### config.mk
export PLATFORM = sky130hd
export DESIGN_NAME = keyin_debounce_enc
export DESIGN_NICKNAME = d
export VERILOG_FILES = /design/src/rtl/keyin_debounce_enc.sv
export SDC_FILE = /design/constraint.sdc
export NUM_CORES = 1
export LEC_CHECK = 0
export BUFFER_PORTS_ARGS = -buffer_cell sky130_fd_sc_hd__buf_2
export CORE_MARGIN = 3
export CORE_UTILIZATION = 55
export CTS_CLUSTER_SIZE = 40
export DETAILED_ROUTE_END_ITERATION = 8
export HOLD_SLACK_MARGIN = 0.05
export PLACE_DENSITY = 0.72
export REMOVE_ABC_BUFFERS = 1
export SYNTH_ARGS = -nofsm -noshare
export SYNTH_HDL_FRONTEND = slang
export SYNTH_SLANG_ARGS = --single-unit
### constraint.sdc
create_clock -name clk -period 4.3 [get_ports clk]
set_input_delay 0.86 -clock clk [delete_from_list [all_inputs] [get_ports clk]]
set_output_delay 0.86 -clock clk [all_outputs]
set_load 0.05 [all_outputs]
### src/rtl/keyin_debounce_enc.sv
// Key input block: 2-flop synchronisers on NUM_KEYS raw buttons, a priority encoder
// and one shared debounce FSM producing a stable code plus press/release/repeat strobes.
module keyin_debounce_enc #(
   parameter int unsigned  NUM_KEYS        = 5,
   parameter int unsigned  DEBOUNCE_CYCLES = 200000,
   parameter int unsigned  REPEAT_EN       = 1,
   parameter int unsigned  REPEAT_DELAY    = 25000000,
   parameter int unsigned  REPEAT_PERIOD   = 5000000,
   localparam int unsigned CODE_W          = $clog2(NUM_KEYS + 1)
) (
   input  logic              clk,
   input  logic              rst,
   input  logic [NUM_KEYS-1:0] key,
   output logic [CODE_W-1:0] key_out,
   output logic              key_valid,
   output logic              key_press,
   output logic              key_release,
   output logic              key_repeat
);

   localparam int unsigned CNT_W      = $clog2(DEBOUNCE_CYCLES + 1);
   localparam int unsigned REPEAT_MAX = (REPEAT_DELAY > REPEAT_PERIOD) ? REPEAT_DELAY : REPEAT_PERIOD;
   localparam int unsigned RCNT_W     = $clog2(REPEAT_MAX + 1);

   localparam logic [CNT_W-1:0]  CNT_LAST        = CNT_W'(DEBOUNCE_CYCLES - 1);
   localparam logic [RCNT_W-1:0] RPT_DELAY_LAST  = RCNT_W'(REPEAT_DELAY - 1);
   localparam logic [RCNT_W-1:0] RPT_PERIOD_LAST = RCNT_W'(REPEAT_PERIOD - 1);

   typedef enum logic [1:0] {
      IDLE,
      PRESS_WAIT,
      HELD,
      REL_WAIT
   } state_t;

   logic [NUM_KEYS-1:0] sync1_q, sync1_d;
   logic [NUM_KEYS-1:0] sync2_q, sync2_d;
   logic [CODE_W-1:0]   cand;

   state_t              state_q, state_d;
   logic [CODE_W-1:0]   lat_q, lat_d;
   logic [CNT_W-1:0]    cnt_q, cnt_d;
   logic [RCNT_W-1:0]   rcnt_q, rcnt_d;
   logic                rep_phase_q, rep_phase_d;
   logic [CODE_W-1:0]   key_out_q, key_out_d;
   logic                key_valid_q, key_valid_d;
   logic                key_press_q, key_press_d;
   logic                key_release_q, key_release_d;
   logic                key_repeat_q, key_repeat_d;

   always_comb begin
      sync1_d = key;
      sync2_d = sync1_q;
   end

   // Scan from the top so the lowest-index pressed key is the last assignment and wins.
   always_comb begin
      cand = '0;
      for (int unsigned i = NUM_KEYS; i > 0; i--) begin
         if (sync2_q[i-1]) cand = CODE_W'(i);
      end
   end

   always_comb begin
      state_d       = state_q;
      lat_d         = lat_q;
      cnt_d         = cnt_q;
      rcnt_d        = rcnt_q;
      rep_phase_d   = rep_phase_q;
      key_out_d     = key_out_q;
      key_press_d   = 1'b0;
      key_release_d = 1'b0;
      key_repeat_d  = 1'b0;

      case (state_q)
         IDLE: begin
            if (cand != '0) begin
               lat_d   = cand;
               cnt_d   = '0;
               state_d = PRESS_WAIT;
            end
         end
         PRESS_WAIT: begin
            if (cand != lat_q) begin
               state_d = IDLE;
            end else if (cnt_q == CNT_LAST) begin
               state_d     = HELD;
               key_out_d   = lat_q;
               key_press_d = 1'b1;
               rcnt_d      = '0;
               rep_phase_d = 1'b0;
            end else begin
               cnt_d = cnt_q + 1'b1;
            end
         end
         HELD: begin
            if (cand != lat_q) begin
               state_d = REL_WAIT;
               cnt_d   = '0;
            end else if (REPEAT_EN != 0) begin
               // rep_phase selects the initial delay or the steady repeat period.
               if (rcnt_q == (rep_phase_q ? RPT_PERIOD_LAST : RPT_DELAY_LAST)) begin
                  key_repeat_d = 1'b1;
                  rcnt_d       = '0;
                  rep_phase_d  = 1'b1;
               end else begin
                  rcnt_d = rcnt_q + 1'b1;
               end
            end
         end
         REL_WAIT: begin
            if (cand == lat_q) begin
               state_d = HELD;
               cnt_d   = '0;
            end else if (cnt_q == CNT_LAST) begin
               state_d       = IDLE;
               key_out_d     = '0;
               key_release_d = 1'b1;
            end else begin
               cnt_d = cnt_q + 1'b1;
            end
         end
         default: begin
            state_d = IDLE;
         end
      endcase

      key_valid_d = (key_out_d != '0);
   end

   always_ff @(posedge clk or posedge rst) begin
      if (rst) begin
         sync1_q       <= '0;
         sync2_q       <= '0;
         state_q       <= IDLE;
         lat_q         <= '0;
         cnt_q         <= '0;
         rcnt_q        <= '0;
         rep_phase_q   <= 1'b0;
         key_out_q     <= '0;
         key_valid_q   <= 1'b0;
         key_press_q   <= 1'b0;
         key_release_q <= 1'b0;
         key_repeat_q  <= 1'b0;
      end else begin
         sync1_q       <= sync1_d;
         sync2_q       <= sync2_d;
         state_q       <= state_d;
         lat_q         <= lat_d;
         cnt_q         <= cnt_d;
         rcnt_q        <= rcnt_d;
         rep_phase_q   <= rep_phase_d;
         key_out_q     <= key_out_d;
         key_valid_q   <= key_valid_d;
         key_press_q   <= key_press_d;
         key_release_q <= key_release_d;
         key_repeat_q  <= key_repeat_d;
      end
   end

   assign key_out     = key_out_q;
   assign key_valid   = key_valid_q;
   assign key_press   = key_press_q;
   assign key_release = key_release_q;
   assign key_repeat  = key_repeat_q;

endmodule
==> summary.txt, run 1 <==
Outcome
  • Status: finished, final reports clean

CTS
  • Post-CTS resize count: 0
  • Post-CTS setup buffer count: 0
  • Clock-pin slew on the worst setup and hold paths: about 70 ps
  • CTS Buffer Depth: 2
  • CTS Root Cell: clkbuf_8
  • Total CTS buffers: 9
  • # hold bufs at CTS: 0
  • Clock Latency Late Sink: around 350 ps
  • CTS tree: built
  • H-tree depth: 3
  • Clock sink total: between 60 and 70

Floorplan
  • Core Rows: 28
  • IO Pins: 14
  • Starting density of the core: between 50% and 60%
  • Core area: a little over 6000 µm²
  • Die width: 86.3 µm
  • DIE AREA: 7450 µm²
  • Die Ht: 86.3 µm

Drt
  • Via-to-Cell Ratio: between 6 and 7
  • WL met3: 249 µm
  • Drt total wl: about 7200 µm
  • Via count: about 2900
  • Met2 WL: between 3000 and 4000 µm
  • Post-DR wirelength/cell: ~16 µm
  • DRT iter0 DRCs: between 150 and 200
  • Met1 wire length: 3380 µm
  • Top Layer Used: met4
  • Post-route ant nets: 0
  • # DRC: 0
  • Drt first pass iters: 4

STA
  • Slew @ Worst Pin: around 1100 ps
  • Max Transition Viols Final: 0
  • Max-slew headroom: between 20% and 30%
  • Tmin final: ~2900 ps
  • Final Skew: between 6 and 7 ps
  • Unrepaired setup endpoints after global routing: no
  • Final Cycle Share: around 67%
  • Final Worst Setup Slack: 1420 ps
  • Final hold vios: 0
  • Setup TNS: 0 ps
  • Final setup viols: 0
  • Max Clk Rate: ~350 MHz

Worst setup path
  • Worst path required time: between 4000 and 5000 ps
  • R2r setup slk: around 1400 ps
  • Crit path launch type: flop
  • Crit end category: flop
  • CP Max Fanout: 28
  • CP Data Arrival Time: about 3200 ps
  • WS Path Type: flop to flop

Worst hold path
  • Worst Hold Class: flop to flop

Cells and area
  • Commonest non-fill, non-tap cell in the layout: dfrtp_1
  • Fin nets: 387
  • Fin area: approximately 3900 µm²
  • Layout area overhead: 9.14%
  • Fin util: between 60 and 70%
  • Most frequent cells in the layout: 66 x dfrtp_1, 31 x nor2_1, 22 x nand2_1
  • Share of cells above drive strength 1: approximately an eighth
  • # diodes: 0

Placement
  • DP Worst Slack: approximately 1400 ps
  • Routability cong.: around 0.84
  • Port Buffers: 13
  • DP Area: around 3700 µm²
  • HPWL Detailed: between 4000 and 5000 µm

GRT
  • Largest net degree at the start of global routing: 48
  • Grt total ovfl: 0
  • Vias in the first global route: between 2000 and 3000
  • First-pass GRT wire length: about 13000 µm
  • Aggregate global-route resource usage: between 20% and 30%
  • Initial antenna violation count: 0

Synthesis
  • Syn. warnings: 0
  • Mapped Area: approximately 3500 µm²
  • Synth async-reset ratio: 100%
  • Sequential share of the synthesized area: between 40% and 50%
  • Post-synth EDFFs: 0
  • Top_reg_cell synth: dfrtp_1
  • Synth Area per Inst: between 9 and 10 µm²
  • Syn Inst Count: 368
  • Unique cell type count in the Yosys netlist: a little under 60
  • Synthesized flop and latch total: 66

Power
  • Design Power: around 1.5 mW
  • Static Leak: 1.60 nW
  • Max VDD drop: around 270 µV
  • Pwr/cell area: a little under 400 nW/µm²

Run
  • Max_cap viols: 0
==> cell families (layout without fill, tap and decap cells) <==
| group | Yosys count | in the layout | share of synthesized area [%] |
|---|---|---|---|
| buf+inv | 29 | 43 | 3.14 |
| xor+xnor | 16 | 16 | 3.95 |
| mux | 8 | 8 | 2.36 |
| fa+ha+maj | 2 | 2 | 0.706 |
| flops | 66 | 66 | 46.6 |
| simple gates | 177 | 177 | 29.2 |
| compound gates | 70 | 70 | 14.0 |
==> sequential cells by signal, summed over array words and instances, names as in the netlist, named ones only <==
register / flops
key_valid: 1
sync1_q: 5
cnt_q: 18
rep_phase_q: 1
key_press: 1
sync2_q: 5
lat_q: 3
rcnt_q: 25
key_out: 3
key_repeat: 1
state_q: 1
key_release: 1
==> path summary, 6_finish.rpt <==
path                            start    endpoint  cells past startpoint
max reg2reg                sync2_q[1]    cnt_q[9]                      7
min in group asynchronous         rst   cnt_q[11]                      2
max in group asynchronous         rst  sync1_q[3]                      3
min                        sync1_q[0]  sync2_q[0]                      0
min reg2reg                sync1_q[0]  sync2_q[0]                      0
max                        sync2_q[1]    cnt_q[9]                      7
==> routing by layer <==
metal  track usage [%]  vias to the layer above
li1                  -                     1392
met1              28.6                     1402
met2              35.5                       48
met3              5.70                        9
met4              7.08                        0
met5                 0                        -
==> report_power, final <==
part / leakage (nW) / internal [mW] / switching, mW
clock: 0.106 / 0.311 / 0.224
combinational: 0.607 / 0.0924 / 0.189
sequential: 0.890 / 0.650 / 0.0559
total: 1.60 / 1.05 / 0.469
==> critical path: stages (launching register included) <==
cell and delay [ps]:
dfrtp_1 430, nor3b_1 520, o31ai_1 190, a22oi_1 170
buf_4 230, mux2_2 530, or4_1 550, a21boi_0 160
==> cells in the mapped netlist, drive strengths merged (4+ instances only) <==
master	instances	share of area [%]
dfrtp	66	47
nand2	22	2.3
xnor2	16	4.0
mux2i	5	1.4
or4	10	2.1
nand3	19	2.7
nor4	13	2.7
nand2b	6	1.3
inv	12	1.3
a21boi	10	2.1
nor2	31	3.3
o21ai	15	2.1
and3	10	1.8
o31ai	9	1.9
a21oi	11	1.7
nor4b	5	1.2
or3	12	2.1
or4b	4	1.2
clkbuf	14	1.5
nand4	10	1.8
nor3	16	2.3
==> stage by stage <==
step                      instances  hold slack, ps
final                           457             353
after global routing            457             369
after CTS                       457             356
after detailed placement        442             336
after global placement          442             341
after floorplan                 351             331
==> cell type report <==
type | count | area, µm²
flip-flops and latches | 66 | 1650
clock inverters | 2 | 35.0
multi-input cells | 273 | 1790
well taps | 75 | 93.8
inverters | 12 | 45.0
fillers | 514 | 2230
repair buffers | 16 | 87.6
clock buffers | 13 | 169
Power figures use the tool's default switching activity.
==> inputs of run 2 (changes only) <==
==> constraint.sdc (replaced) <==
create_clock -name clk -period 2.9 [get_ports clk]
set_input_delay 0.58 -clock clk [delete_from_list [all_inputs] [get_ports clk]]
set_output_delay 0.58 -clock clk [all_outputs]
set_load 0.05 [all_outputs]
==> run 2 against run 1 <==
  * Maximum frequency increased by 6.1%
  * First-iteration DRC count increased by 9.7%
  * Critical path depth decreased by 1
  * Critical endpoint unchanged
  * Sequential cell count unchanged
  * Clock power increased by 31%
  * Non-clock buffer count increased by 10
  * Worst setup slack got worse by 1200 ps
==> summary.txt, run 2 (same netlist as run 1, synthesis figures left out) <==
Worst setup path
  • Worst path required time: 3170 ps
  • Worst Path Buf+Inv: 0
  • Most frequent cell on the critical path: or4_1
  • Crit path launch type: flop
  • WS Path Type: flop to flop
  • Crit end category: flop
  • CP peak stage delay: 560 ps
  • CP Max Fanout: 28
  • CP Cell Sequence: nor3b_2 > or4_1 > a22oi_1 > mux2_2 > or4_1 > a21boi_0
  • CP Data Arrival Time: 2980 ps
  • Slowest CP cell: or4_1
  • Delay-heaviest family, CP: simple AND/OR/NAND/NOR gates

GRT
  • Largest net degree at the start of global routing: 34
  • First-pass GRT wire length: 12700 µm
  • Grt total ovfl: 0
  • Vias in the first global route: roughly 2700
  • Initial antenna violation count: 0
  • Aggregate global-route resource usage: a little over a fifth

STA
  • Max Transition Viols Final: 0
  • Max Clk Rate: 368 MHz
  • Final Skew: between 9 and 10 ps
  • Final Cycle Share: between 90% and 100%
  • Final setup viols: 0
  • Unrepaired setup endpoints after global routing: no
  • Setup TNS: 0 ps
  • Tmin final: between 2000 and 3000 ps
  • Final hold vios: 0
  • Max-slew headroom: 22.6%
  • Slew @ Worst Pin: around 1200 ps

Run
  • Max_cap viols: 0

Drt
  • Drt first pass iters: 4
  • # DRC: 0
  • Via count: ~2900
  • Post-route ant nets: 0
  • Drt total wl: between 7000 and 8000 µm
  • DRT iter0 DRCs: 170
  • Via-to-Cell Ratio: 6.12
  • Post-DR wirelength/cell: ~16 µm

CTS
  • Total CTS buffers: 9
  • Clock-pin slew on the worst setup and hold paths: 70 ps
  • Clock sink total: between 60 and 70
  • Clock Latency Late Sink: between 300 and 400 ps
  • CTS Buffer Depth: 2
  • H-tree depth: 3
  • # hold bufs at CTS: 0
  • CTS tree: built
  • CTS Root Cell: clkbuf_8

Cells and area
  • Fin area: between 3000 and 4000 µm²
  • Largest register by flop count: rcnt_q
  • Commonest non-fill, non-tap cell in the layout: dfrtp_1
  • Seq. cell area: 1650 µm²
  • Fin nets: 397
  • Layout area overhead: 10.9%
  • Max reg flops: 25
  • Fill cells: about 500
  • Regs by FF count: rcnt_q x25, cnt_q x18
  • Most frequent cells in the layout: 66 x dfrtp_1, 31 x nor2_1, 22 x nand2_1
  • # diodes: 0
  • Multi-input gate area: ~1800 µm²
  • Share of cells above drive strength 1: approximately 15%

Floorplan
  • IO Pins: 14
  • DIE AREA: between 7000 and 8000 µm²
  • Starting density of the core: about three fifths
  • Die width: ~86 µm
  • Core Rows: 28
  • Core area: approximately 6100 µm²
  • Die Ht: 86.3 µm

Placement
  • Port Buffers: 13
  • HPWL Detailed: approximately 5300 µm
  • Routability cong.: between 0.8 and 0.9
  • DP Area: approximately 3700 µm²

Power
  • Pwr/cell area: 563 nW/µm²
  • Max VDD drop: between 400 and 500 µV
  • Static Leak: roughly 1.6 nW

Outcome
  • Status: finished, final reports clean

Worst hold path
  • Worst Hold Class: primary input to async pin
==> run 2: changes by cell type in the layout (fill, tap and decap cells not counted), sizes merged <==
cell	delta
buf	+10
clkinv	+2
clkbuf	-1
bufinv	-1
clkinvlp	+1
==> run 2: path summary, 6_finish.rpt <==
check	depth (start not counted)	slack, ps	endpoint	start
worst min-delay path	2	320	cnt_q[12]	rst
worst max-delay path	6	180	cnt_q[9]	sync2_q[4]
max in group asynchronous	3	1920	key_valid	rst
min in group clk	1	340	sync1_q[3]	key[3]
worst max register to register	6	180	cnt_q[9]	sync2_q[4]
worst min register to register	0	360	sync2_q[3]	sync1_q[3]
==> run 2: what timing repair did <==
action	CTS	global route
setup buffers	0	0
gates resized for setup	0	2
hold endpoints to repair	0	0
endpoints found under the setup margin	0	3
==> run 2: per-layer routing <==
metal / global-route usage [%] / part of all wire (%) / up-vias
li1: - / - / 1408
met1: 28.1 / 46 / 1391
met2: 35.6 / 49 / 55
met3: 4.85 / 3.7 / 10
met4: 8.07 / 1.4 / 0
met5: 0 / 0 / -
==> run 2: metrics by stage <==
step           hold WS (ps)  utilization [%]  worst slack (ps)  std cells  total power, mW
5_1_grt                 321             64.5              52.6        468             2.34
6_report                324             64.5               183        468             2.22
4_1_cts                 324             64.3               198        468             2.24
2_1_floorplan           331                -              -175        351             1.35
3_5_place_dp            347             61.4               208        452             1.52
3_3_place_gp            333             61.4               279        452             1.51
==> run 2: layout make-up <==
class	count	area share, %
multi-input cells	273	45.7
flip-flops and latches	66	42.0
repair buffers	26	4.14
clock buffers	12	3.95
well taps	75	2.39
inverters	12	1.15
clock inverters	4	0.668
==> run 2: where the power goes <==
| part | switching, mW | internal (mW) | total [mW] |
|---|---|---|---|
| Clock | 0.347 | 0.356 | 0.703 |
| Sequential | 0.0592 | 0.964 | 1.02 |
| Combinational | 0.319 | 0.171 | 0.490 |
| Total | 0.726 | 1.49 | 2.22 |
==> inputs of run 3 (changes only) <==
--- a/config.mk
+++ b/config.mk
@@ -6,12 +6,14 @@
 export NUM_CORES = 1
 export LEC_CHECK = 0
 export BUFFER_PORTS_ARGS = -buffer_cell sky130_fd_sc_hd__buf_2
+export CELL_PAD_IN_SITES_DETAIL_PLACEMENT = 1
+export CELL_PAD_IN_SITES_GLOBAL_PLACEMENT = 1
 export CORE_MARGIN = 3
-export CORE_UTILIZATION = 55
+export CORE_UTILIZATION = 52
 export CTS_CLUSTER_SIZE = 40
 export DETAILED_ROUTE_END_ITERATION = 8
 export HOLD_SLACK_MARGIN = 0.05
-export PLACE_DENSITY = 0.72
+export PLACE_DENSITY = 0.84
 export REMOVE_ABC_BUFFERS = 1
 export SYNTH_ARGS = -nofsm -noshare
 export SYNTH_HDL_FRONTEND = slang
==> constraint.sdc (replaced) <==
create_clock -name clk -period 3.4 [get_ports clk]
set_input_delay 0.68 -clock clk [delete_from_list [all_inputs] [get_ports clk]]
set_output_delay 0.68 -clock clk [all_outputs]
set_load 0.05 [all_outputs]
==> run 3 against run 2 <==
  * Core utilization down 3.6 points
  * Via count up 3.2%
  * Largest cell class unchanged
  * Non-clock buffer count down 5
  * Clock skew up 3.7 ps
  * Sequential share of layout area down 0.24 points
==> summary.txt, run 3 (same netlist as run 1, synthesis figures left out) <==
Power
  • Max VDD drop: 339 µV
  • Design Power: ~2.1 mW
  • Static Leak: between 1.5 and 2 nW
  • Pwr/cell area: ~540 nW/µm²

Placement
  • HPWL Detailed: around 6000 µm
  • DP Area: between 3000 and 4000 µm²
  • Routability cong.: between 0.8 and 0.9
  • Port Buffers: 13
  • DP Worst Slack: around 500 ps

Cells and area
  • Fin nets: slightly below 400
  • Commonest non-fill, non-tap cell in the layout: dfrtp_1
  • Fin area: approximately 4000 µm²
  • Share of cells above drive strength 1: between 10 and 15%
  • Seq. cell area: about 1700 µm²
  • Multi-input gate area: 1790 µm²
  • Fill cells: roughly 730
  • Largest register by flop count: rcnt_q
  • Layout area overhead: 11.5%
  • # diodes: 0
  • Fin util: between 60% and 70%
  • Max reg flops: 25
  • Regs by FF count: rcnt_q x25, cnt_q x18
  • Most frequent cells in the layout: 66 x dfrtp_1, 31 x nor2_1, 22 x nand2_1

Worst setup path
  • R2r setup slk: just under 500 ps
  • WS Path Type: flop to flop
  • Worst path required time: 3590 ps
  • Crit path launch type: flop
  • Delay-heaviest family, CP: compound AO/OA/AOI/OAI gates
  • CP Data Arrival Time: 3100 ps
  • Worst setup path start: sync2_q[1]
  • RR Startpoint: sync2_q[1]
  • Worst Path Buf+Inv: 1
  • CP Max Fanout: 15
  • CP Cell Sequence: nor3b_1 > o31ai_1 > a22o_1 > buf_4 > nor3_1 > nor2_1 > a2111oi_0
  • Reg2reg path depth: 7
  • CP peak stage delay: between 500 and 600 ps
  • Slowest CP cell: nor3b_1
  • Crit end category: flop
  • RR Endpoint: rcnt_q[12]

CTS
  • Post-CTS setup buffer count: 0
  • Post-CTS resize count: 0
  • CTS Buffer Depth: 2
  • H-tree depth: 3
  • # hold bufs at CTS: 0
  • Clock-pin slew on the worst setup and hold paths: about 90 ps
  • CTS tree: built
  • Total CTS buffers: 9
  • CTS Root Cell: clkbuf_8
  • Clock Latency Late Sink: about 350 ps
  • Clock sink total: 66

Outcome
  • Status: finished, final reports clean

Floorplan
  • Die width: between 80 and 90 µm
  • IO Pins: 14
  • Core area: 6490 µm²
  • DIE AREA: 7850 µm²
  • Die Ht: ~89 µm
  • Core Rows: 29
  • Starting density of the core: a little over half

GRT
  • Largest net degree at the start of global routing: 40
  • First-pass GRT wire length: roughly 15000 µm
  • Vias in the first global route: 3113
  • Initial antenna violation count: 0
  • Grt total ovfl: 0
  • Aggregate global-route resource usage: around a quarter

STA
  • Final setup viols: 0
  • Tmin final: 2910 ps
  • Final Skew: approximately 13 ps
  • Unrepaired setup endpoints after global routing: no
  • Slew @ Worst Pin: roughly 810 ps
  • Final hold vios: 0
  • Final Cycle Share: between 80% and 90%
  • Max Clk Rate: around 340 MHz
  • Max-slew headroom: 45.9%
  • Final Worst Setup Slack: 486 ps
  • Setup TNS: 0 ps
  • Max Transition Viols Final: 0

Worst hold path
  • Worst Hold Class: flop to flop
  • Hold Crit Depth: 0
  • HP Start: sync1_q[0]
  • Worst hold endpoint: sync2_q[0]

Drt
  • # DRC: 0
  • DRT iter0 DRCs: around 150
  • Post-DR wirelength/cell: ~19 µm
  • Drt total wl: approximately 8800 µm
  • Drt first pass iters: 4
  • Via-to-Cell Ratio: ~6.4
  • Post-route ant nets: 0
  • Via count: 2956

Run
  • Max_cap viols: 0
-- run 3: cell count changes in the layout (fill, tap and decap cells not counted) --
cell and delta:
clkinv_4 +1, inv_6 +2, clkbuf_8 -2, nor3_1 +1
clkinv_2 -2, bufinv_16 +3, clkinvlp_4 -1, nor3b_1 +1
buf_4 -5, nor3b_2 -1, clkbuf_1 -1, nor3_2 -1
-- run 3: area by class of cell --
type | count | area share (%)
Clock buffer | 9 | 3.13
Timing Repair Buffer | 21 | 3.16
Sequential cell | 66 | 41.8
Inverter | 12 | 1.14
Clock inverter | 7 | 3.16
Multi-Input combinational cell | 273 | 45.2
Tap cell | 77 | 2.44
-- run 3: per-layer routing --
| layer | share of wire [%] | up-vias | wire length [µm] | track usage [%] |
|---|---|---|---|---|
| met4 | 1.1 | 0 | 97 | 7.14 |
| met1 | 45 | 1513 | 4000 | 32.8 |
| li1 | - | 1404 | - | - |
| met3 | 2.2 | 11 | 190 | 5.21 |
| met2 | 51 | 28 | 4540 | 42.4 |
| met5 | 0 | - | 0 | 0 |
-- run 3: stage by stage --
step	hold slack (ps)	cells
3_3_place_gp	332	449
5_1_grt	370	465
2_1_floorplan	331	351
3_5_place_dp	339	449
4_1_cts	359	465
6_report	355	465
-- run 3: worst max path at each step --
stage          cells past startpoint  slack (ps)          to
2_1_floorplan                      6         330    cnt_q[9]
3_5_place_dp                       7         500  rcnt_q[12]
5_1_grt                            7         160  rcnt_q[12]
3_3_place_gp                       6         660  rcnt_q[22]
6_report                           7         490  rcnt_q[12]
4_1_cts                            6         480  rcnt_q[12]
-- run 3: worst reg2reg max path: cells and delay by family, from the launching register on --
| family | cells | cell delay, ps |
|---|---|---|
| buffers and inverters | 1 | 280 |
| DFF | 1 | 450 |
| and+or+nand+nor | 3 | 1000 |
| AOI/OAI and AO/OA | 3 | 1030 |
-- run 3: power by group --
part / total, mW / internal (mW) / switching [mW]
Sequential: 0.872 / 0.821 / 0.0503
Combinational: 0.423 / 0.136 / 0.287
Clock: 0.837 / 0.495 / 0.342
Total: 2.13 / 1.45 / 0.679
